<file path="src/rtl/matmul_pkg.sv">
// Shared definitions for the matrix-multiply array and its operand feeders.
// Holds array geometry defaults, feeder FSM encoding and lane slicing helpers.
package matmul_pkg;

    localparam int MM_N = 4;
    localparam int MM_W = 8;

    typedef enum logic [1:0] {
        IDLE   = 2'd0,
        STREAM = 2'd1,
        DRAIN  = 2'd2
    } feed_state_t;

    function automatic int lane_lo(input int lane, input int w);
        return lane * w;
    endfunction

    function automatic int bus_width(input int n, input int w);
        return n * w;
    endfunction

endpackage

</file>
<file path="src/rtl/skew_lane_delay.sv">
// Fixed-depth shift register carrying one lane's data and valid tag.
// Depth D gives a D-cycle latency from din to dout.
module skew_lane_delay #(
    parameter int D  = 1,
    parameter int WD = 9
) (
    input  logic          clk,
    input  logic          reset,
    input  logic [WD-1:0] din,
    output logic [WD-1:0] dout
);

    logic [WD-1:0] sr [D];

    always_ff @(posedge clk or negedge reset) begin
        if (!reset) begin
            for (int k = 0; k < D; k++) begin
                sr[k] <= '0;
            end
        end else begin
            sr[0] <= din;
            for (int k = 1; k < D; k++) begin
                sr[k] <= sr[k-1];
            end
        end
    end

    assign dout = sr[D-1];

endmodule

</file>
<file path="src/rtl/systolic_skew_feeder.sv">
// Operand feeder: skews lane i by i extra cycles so vectors enter the array
// diagonally, and holds off upstream until a finished tile has drained.
module systolic_skew_feeder
    import matmul_pkg::*;
#(
    parameter int N = MM_N,
    parameter int W = MM_W
) (
    input  logic             clk,
    input  logic             reset,
    input  logic             in_valid,
    output logic             in_ready,
    input  logic [N*W-1:0]   in_data,
    input  logic             in_last,
    output logic [N*W-1:0]   out_data,
    output logic [N-1:0]     out_valid,
    output logic             tile_done
);

    localparam int CW = (N > 2) ? $clog2(N) : 1;
    localparam logic [CW-1:0] DRAIN_LOAD = CW'(N - 1);
    localparam logic [CW-1:0] CNT_ONE    = CW'(1);

    feed_state_t   state;
    logic [CW-1:0] cnt;
    logic          accept;
    logic          drain_end;

    assign in_ready  = (state != DRAIN);
    assign accept    = in_valid & in_ready;
    // The edge that leaves DRAIN is the one loading the last element
    // into lane N-1, so the registered pulse lines up with it.
    assign drain_end = (state == DRAIN) && (cnt == CNT_ONE);

    always_ff @(posedge clk or negedge reset) begin
        if (!reset) begin
            state     <= IDLE;
            cnt       <= '0;
            tile_done <= 1'b0;
        end else begin
            tile_done <= drain_end;
            unique case (state)
                IDLE, STREAM: begin
                    if (accept) begin
                        if (in_last) begin
                            state <= DRAIN;
                            cnt   <= DRAIN_LOAD;
                        end else begin
                            state <= STREAM;
                        end
                    end
                end
                DRAIN: begin
                    cnt <= cnt - CNT_ONE;
                    if (cnt == CNT_ONE) begin
                        state <= IDLE;
                    end
                end
                default: begin
                    state <= IDLE;
                    cnt   <= '0;
                end
            endcase
        end
    end

    for (genvar i = 0; i < N; i++) begin : g_lane
        localparam int LO = lane_lo(i, W);

        logic [W:0] lin;
        logic [W:0] lout;

        // Non-accepting edges push a zeroed bubble so idle lanes read 0.
        assign lin = {accept, accept ? in_data[LO +: W] : {W{1'b0}}};

        skew_lane_delay #(
            .D  (i + 1),
            .WD (W + 1)
        ) u_dly (
            .clk   (clk),
            .reset (reset),
            .din   (lin),
            .dout  (lout)
        );

        assign out_valid[i]     = lout[W];
        assign out_data[LO +: W] = lout[W-1:0];
    end

endmodule

</file>
<file path="config.mk">
export PLATFORM = sky130hd
export DESIGN_NAME = systolic_skew_feeder
export DESIGN_NICKNAME = d
export VERILOG_FILES = /design/src/rtl/matmul_pkg.sv /design/src/rtl/skew_lane_delay.sv /design/src/rtl/systolic_skew_feeder.sv
export SDC_FILE = /design/constraint.sdc
export NUM_CORES = 1
export LEC_CHECK = 0
export ABC_AREA = 1
export CAP_MARGIN = 20
export CORE_MARGIN = 2
export CORE_UTILIZATION = 60
export CTS_CLUSTER_DIAMETER = 50
export DETAILED_ROUTE_END_ITERATION = 10
export DONT_BUFFER_PORTS = 1
export GPL_TIMING_DRIVEN = 0
export PLACE_DENSITY = 0.76
export SETUP_SLACK_MARGIN = 0.2
export SLEW_MARGIN = 0
export SYNTH_ARGS = -nofsm -noshare
export SYNTH_HDL_FRONTEND = slang
export SYNTH_SLANG_ARGS = --single-unit
</file>
<file path="constraint.sdc">
create_clock -name clk -period 1.2 [get_ports clk]
set_input_delay 0.18 -clock clk [delete_from_list [all_inputs] [get_ports clk]]
set_output_delay 0.18 -clock clk [all_outputs]
set_load 0.05 [all_outputs]
</file>
# Word-level counts from Yosys, hierarchy flattened
# Cells that the tools add are included.
[op_classes] n_reduce_logical=5 muxes=11 add_sub_neg=1 n_eq_ne=7 bitwise=1
[op_table] cell="8-bit two-way mux" count=4
[op_table] cell="2-bit two-way mux" count=5
[op_table] cell="2-bit case mux with 2 select lines" count=2
[op_table] cell="2-bit != test, second input constant" count=3
[op_table] cell="2-bit by 1-bit == test with 1-bit output, second input constant" count=2
[op_table] cell="2-bit AND reduction" count=2
[op_table] cell="2-bit == test, second input constant" count=1
[op_table] cell="2-bit logical NOT" count=1
[op_table] cell="2-bit by 1-bit != test with 1-bit output, second input constant" count=1
[op_table] cell="2-bit OR reduction" count=1
[op_table] cell="2-bit by 1-bit subtractor with 2-bit output, second input constant" count=1
[op_table] cell="1-bit bitwise AND" count=1
[op_table] cell="1-bit logical AND" count=1
[word_totals] elab_cells=38 output_inout_bits=38 reg_bits=95 in_bits=36

# Longest topological paths before layout
[depth] word_depth=4 depth_mapped=5 mapped_depth_nobuf=4

# By module
# From an unflattened synthesis, not the netlist that was laid out.
[hier_totals] hier_cells=211 hier_area_um2=3066.7
[by_module_without_submodules] mod="skew_lane_delay at g_lane[3].u_dly" area_per_inst_um2=968.4 n_inst=1 cells_per_inst=45
[by_module_without_submodules] mod="skew_lane_delay at g_lane[2].u_dly" area_per_inst_um2=743.2 n_inst=1 cells_per_inst=36
[by_module_without_submodules] mod="systolic_skew_feeder" area_per_inst_um2=611.8 n_inst=1 cells_per_inst=94
[by_module_without_submodules] mod="skew_lane_delay at g_lane[1].u_dly" area_per_inst_um2=518.0 n_inst=1 cells_per_inst=27
[by_module_without_submodules] mod="skew_lane_delay at g_lane[0].u_dly" area_per_inst_um2=225.2 n_inst=1 cells_per_inst=9

# Worst setup path after synthesis
# OpenSTA, ideal clock, no wires.
[synth_path] path_kind="register to register" from="register state[0]" to="register g_lane[0].u_dly.sr, in the netlist g_lane[0].u_dly.dout[8]" setup_slack_ps=151 setup_ps=117 arrival_ps=932 period_less_slack_ps=1049 stages_incl_launch_ff=6 n_path_buf=1 cell_sequence="dfrtp_1 > inv_1 > nand2_4 > nand2_4 > buf_8 > inv_1"
[synth_via] elab_chain_len=2
[synth_lines] element="from (decl)" line_no="systolic_skew_feeder.sv:24" rtl="feed_state_t state;"
[synth_lines] element="from (signal assigned)" line_no="systolic_skew_feeder.sv:37" rtl="state <= IDLE;"
[synth_lines] element="from (signal assigned)" line_no="systolic_skew_feeder.sv:46" rtl="state <= DRAIN;"
[synth_lines] element="from (signal assigned)" line_no="systolic_skew_feeder.sv:49" rtl="state <= STREAM;"
[synth_lines] element="2-bit != test" line_no="systolic_skew_feeder.sv:29" rtl="assign in_ready = (state != DRAIN);"
[synth_lines] element="named net in_ready" line_no="systolic_skew_feeder.sv:12" rtl="output logic in_ready,"
[synth_lines] element="1-bit bitwise AND" line_no="systolic_skew_feeder.sv:30" rtl="assign accept = in_valid & in_ready;"
[synth_lines] element="named net accept" line_no="systolic_skew_feeder.sv:26" rtl="logic accept;"
[synth_lines] element="to (signal, indexed assignment)" line_no="skew_lane_delay.sv:23" rtl="sr[k] <= sr[k-1];"
[synth_lines] element="to (decl)" line_no="skew_lane_delay.sv:13" rtl="logic [WD-1:0] sr [D];"
# The timed path passes the listed nets, and every way through them passes these cells.
# A chain may end at the register's enable or synchronous reset.

# Worst setup path in the final report
[layout_path] from="register state[0]" to="register g_lane[3].u_dly.sr[27] (netlist name)"
[layout_via] elab_chain_len=3
[layout_lines] element="2-bit != test" line_no="systolic_skew_feeder.sv:29"
[layout_lines] element="named net in_ready" line_no="systolic_skew_feeder.sv:12"
[layout_lines] element="1-bit bitwise AND" line_no="systolic_skew_feeder.sv:30"
[layout_lines] element="8-bit two-way mux" line_no="systolic_skew_feeder.sv:74" rtl="assign lin = {accept, accept ? in_data[LO +: W] : {W{1'b0}}};"
[layout_lines] element="named net g_lane[3].lin[0]" line_no="systolic_skew_feeder.sv:70" rtl="logic [W:0] lin;"
[layout_lines] element="to (signal, indexed assignment)" line_no="skew_lane_delay.sv:23"
[layout_lines] element="to (decl)" line_no="skew_lane_delay.sv:13"
# The timed path passes the listed nets, and every way through them passes these cells.

==> metrics.yaml <==
cts_htree_levels: 3
top_layer: "met4"
drtIter0Drc: 159
crit_path_frequent_cell: "nand2_8"
clkPwrFrac_pct: 27.7
placed_area_sq_mm: 0.003029
tightest_slew_ns: 0.2616
drv_cap: 0
die_area_sq_mm: 0.005455
io_pins: 74
avgSynthCellArea_sq_um: 14.14
rsz0062_at_grt: "yes"
dp_slack_ns: 0.1187
power.internal_mw: 5.535
antenna_found_initial: 0
cts_buffers: 9
die_h_um: 73.86
wl_met3_um: 202
fin_area_sq_mm: 0.003964
skew_ns: 0.006698
track_usage_pct: 18.90
violations: "hold timing"
drtPass1Iterations: 4
io_buffers: 0
gp_congestion: 0.6206
worstSetupEndpointType: "flip-flop"
crit_chain: "inv_2, nand2_8, nand2_8, buf_12, buf_16, nor2_2"
fin_ws_ns: 0.02607
syn_inst: 207
wirelength_mm: 4.498
yosysSeqAreaShare_pct: 76.07
reg2reg_from: "state[0]"
utilization_pct: 83.92
path_max_fanout: 6
grt_overflow: 0
seq_power_share_pct: 47.8
cts_max_path_buffers: 2
slew_viol_final: 0
setup-tns-final_ns: 0
final_antenna_net_count: 0
crit_path_top_delay_cell: "dfrtp_1"
ff2ff_path_depth: 6
path_clk_slew_ns: 0.08
grt_pass1_wl_mm: 7.038
grt_start_max_net_pins: 90
dp_hpwl_mm: 2.277
die_w_um: 73.86
startpoint_type: "flip-flop"
p_sw_mw: 2.383
hold_buffers: 34
grt_pass1_vias: 1521
ys_ff_latch: 89
period_needed_ns: 1.174
crit_path_max_incr_delay_ns: 0.40
yosysUniqueCellTypes: 12
num_rows: 25
n_antenna_cell: 0
vdd_drop_max_uv: 1428
cp_data_required_time_ns: 1.44
clock_latency_ns: 0.34
synth_nets: 244
setup_violations: 0
period_share_pct: 97.83
drc_errors: 0
viasPerCell: 4.326
dr_total_vias: 1458
start_util_pct: 61.99
m1WireLength_mm: 1.660
status: "finished, violations left"
critical_path_class: "flip-flop to flip-flop"
max-slew-margin-rel_pct: 82.61
p_leak_nw: 2.018
cts.sinks: 89
power_density_mw_per_mm2: 1997
layout.nets: 303
arrival_ns: 1.41
whs_ns: -0.4736
mostFrequentLayoutCell: "dfrtp_1"
avgRoutedWirePerCell_um: 13.35
timing.rr.end: "g_lane[3].u_dly.sr[27]"
synth_warnings: 0
combPwrFrac_pct: 24.5
r2r_setup_slack_ns: 0.03
cts_tree: "yes"
syn-cell-area_sq_mm: 0.002928
switching_share_pct: 30.09
wl_met2_mm: 2.493
hp-class: "primary input to asynchronous set/reset pin"
cts-root-buf: "clkbuf_8"
layout-drive-gt1-share_pct: 39.26
hold_violations: 89
final_cell_mix: "dfrtp_1 (79), inv_1 (36), dlygate4sd3_1 (34), buf_6 (32), nor2_2 (23)"
area_growth_pct: 35.38
fmax_mhz: 851.8
core_area_sq_mm: 0.004723
==> layer usage <==
layer | vias to the layer above | track usage (%)
met5 | - | 0
met4 | 0 | 13.33
met3 | 12 | 5.350
met2 | 54 | 31.45
met1 | 708 | 20.69
li1 | 684 | -
==> how the worst max path moves through the flow <==
stage | slack [ns] | start | endpoint | cells after the start
after global placement | 0.13 | state[1] | g_lane[3].u_dly.sr[27] | 4
final | 0.03 | state[0] | g_lane[3].u_dly.sr[27] | 6
after floorplan | 0.19 | state[0] | g_lane[0].u_dly.dout[0] | 5
after CTS | 0.05 | state[0] | in_ready | 2
after global routing | 0.004 | state[0] | g_lane[3].u_dly.sr[27] | 6
after detailed placement | 0.12 | state[1] | g_lane[1].u_dly.sr[12] | 4
==> cells by family after synthesis <==
| group | Yosys count | synth area share [%] |
|---|---|---|
| fa+ha+maj | 1 | 0.4273 |
| flops | 89 | 76.07 |
| simple gates | 45 | 9.444 |
| compound gates | 2 | 0.3419 |
| buf+inv | 70 | 13.72 |
==> critical path: cells and delay by family, from the launching register on <==
family,cells,cell delay (ns)
buffers and inverters,3,0.36
flip-flops,1,0.40
AND/OR/NAND/NOR,3,0.30
==> registers in the layout, indices dropped and copies added, names as in the netlist <==
signal,cells
g_lane.u_dly.dout,36
g_lane.u_dly.sr,48
tile_done,1
cnt,2
state,2
==> per-stage QoR <==
stage	power (mW)	std cells
final	7.917	337
after global routing	8.241	337
after CTS	7.780	333
after detailed placement	5.100	274
after global placement	5.037	274
after floorplan	4.947	207
==> Yosys cell counts <==
library cell,n,area share (%)
dfrtp_1,89,76
inv_1,39,5.0
buf_4,28,7.2
nor2_2,26,5.6
nor2_1,6,0.77
nand2_1,4,0.51
nand3_1,4,0.68
buf_8,3,1.5
nor2_4,3,1.2
nand2_4,2,0.77
o21ai_0,2,0.34
ha_1,1,0.43
==> power groups by stage <==
stage	registers [mW]	clock network [mW]	logic, mW
floorplan	3.76	0	1.19
global placement	3.78	0	1.25
detailed placement	3.81	0	1.29
CTS	3.78	2.25	1.75
global route	3.83	2.37	2.04
finish	3.78	2.20	1.94
==> area by class of cell <==
class	instances	area, sq um
Sequential cell	89	2240
Clock inverter	4	77.57
Tap cell	67	83.83
Clock buffer	11	141.4
Timing Repair Buffer	48	543.0
Multi-Input combinational cell	48	354.1
Inverter	39	148.9
Buffer	31	375.4
Fill cell	228	759.5
==> what timing repair did <==
action                                  in CTS  in global routing
hold endpoints to repair                   122                 89
cloned                                       2                  1
pin swaps                                    1                  0
resized for setup                           44                 14
endpoints found under the setup margin      68                 74
setup buffers                                8                  3
(Power assumes the default switching activity.)
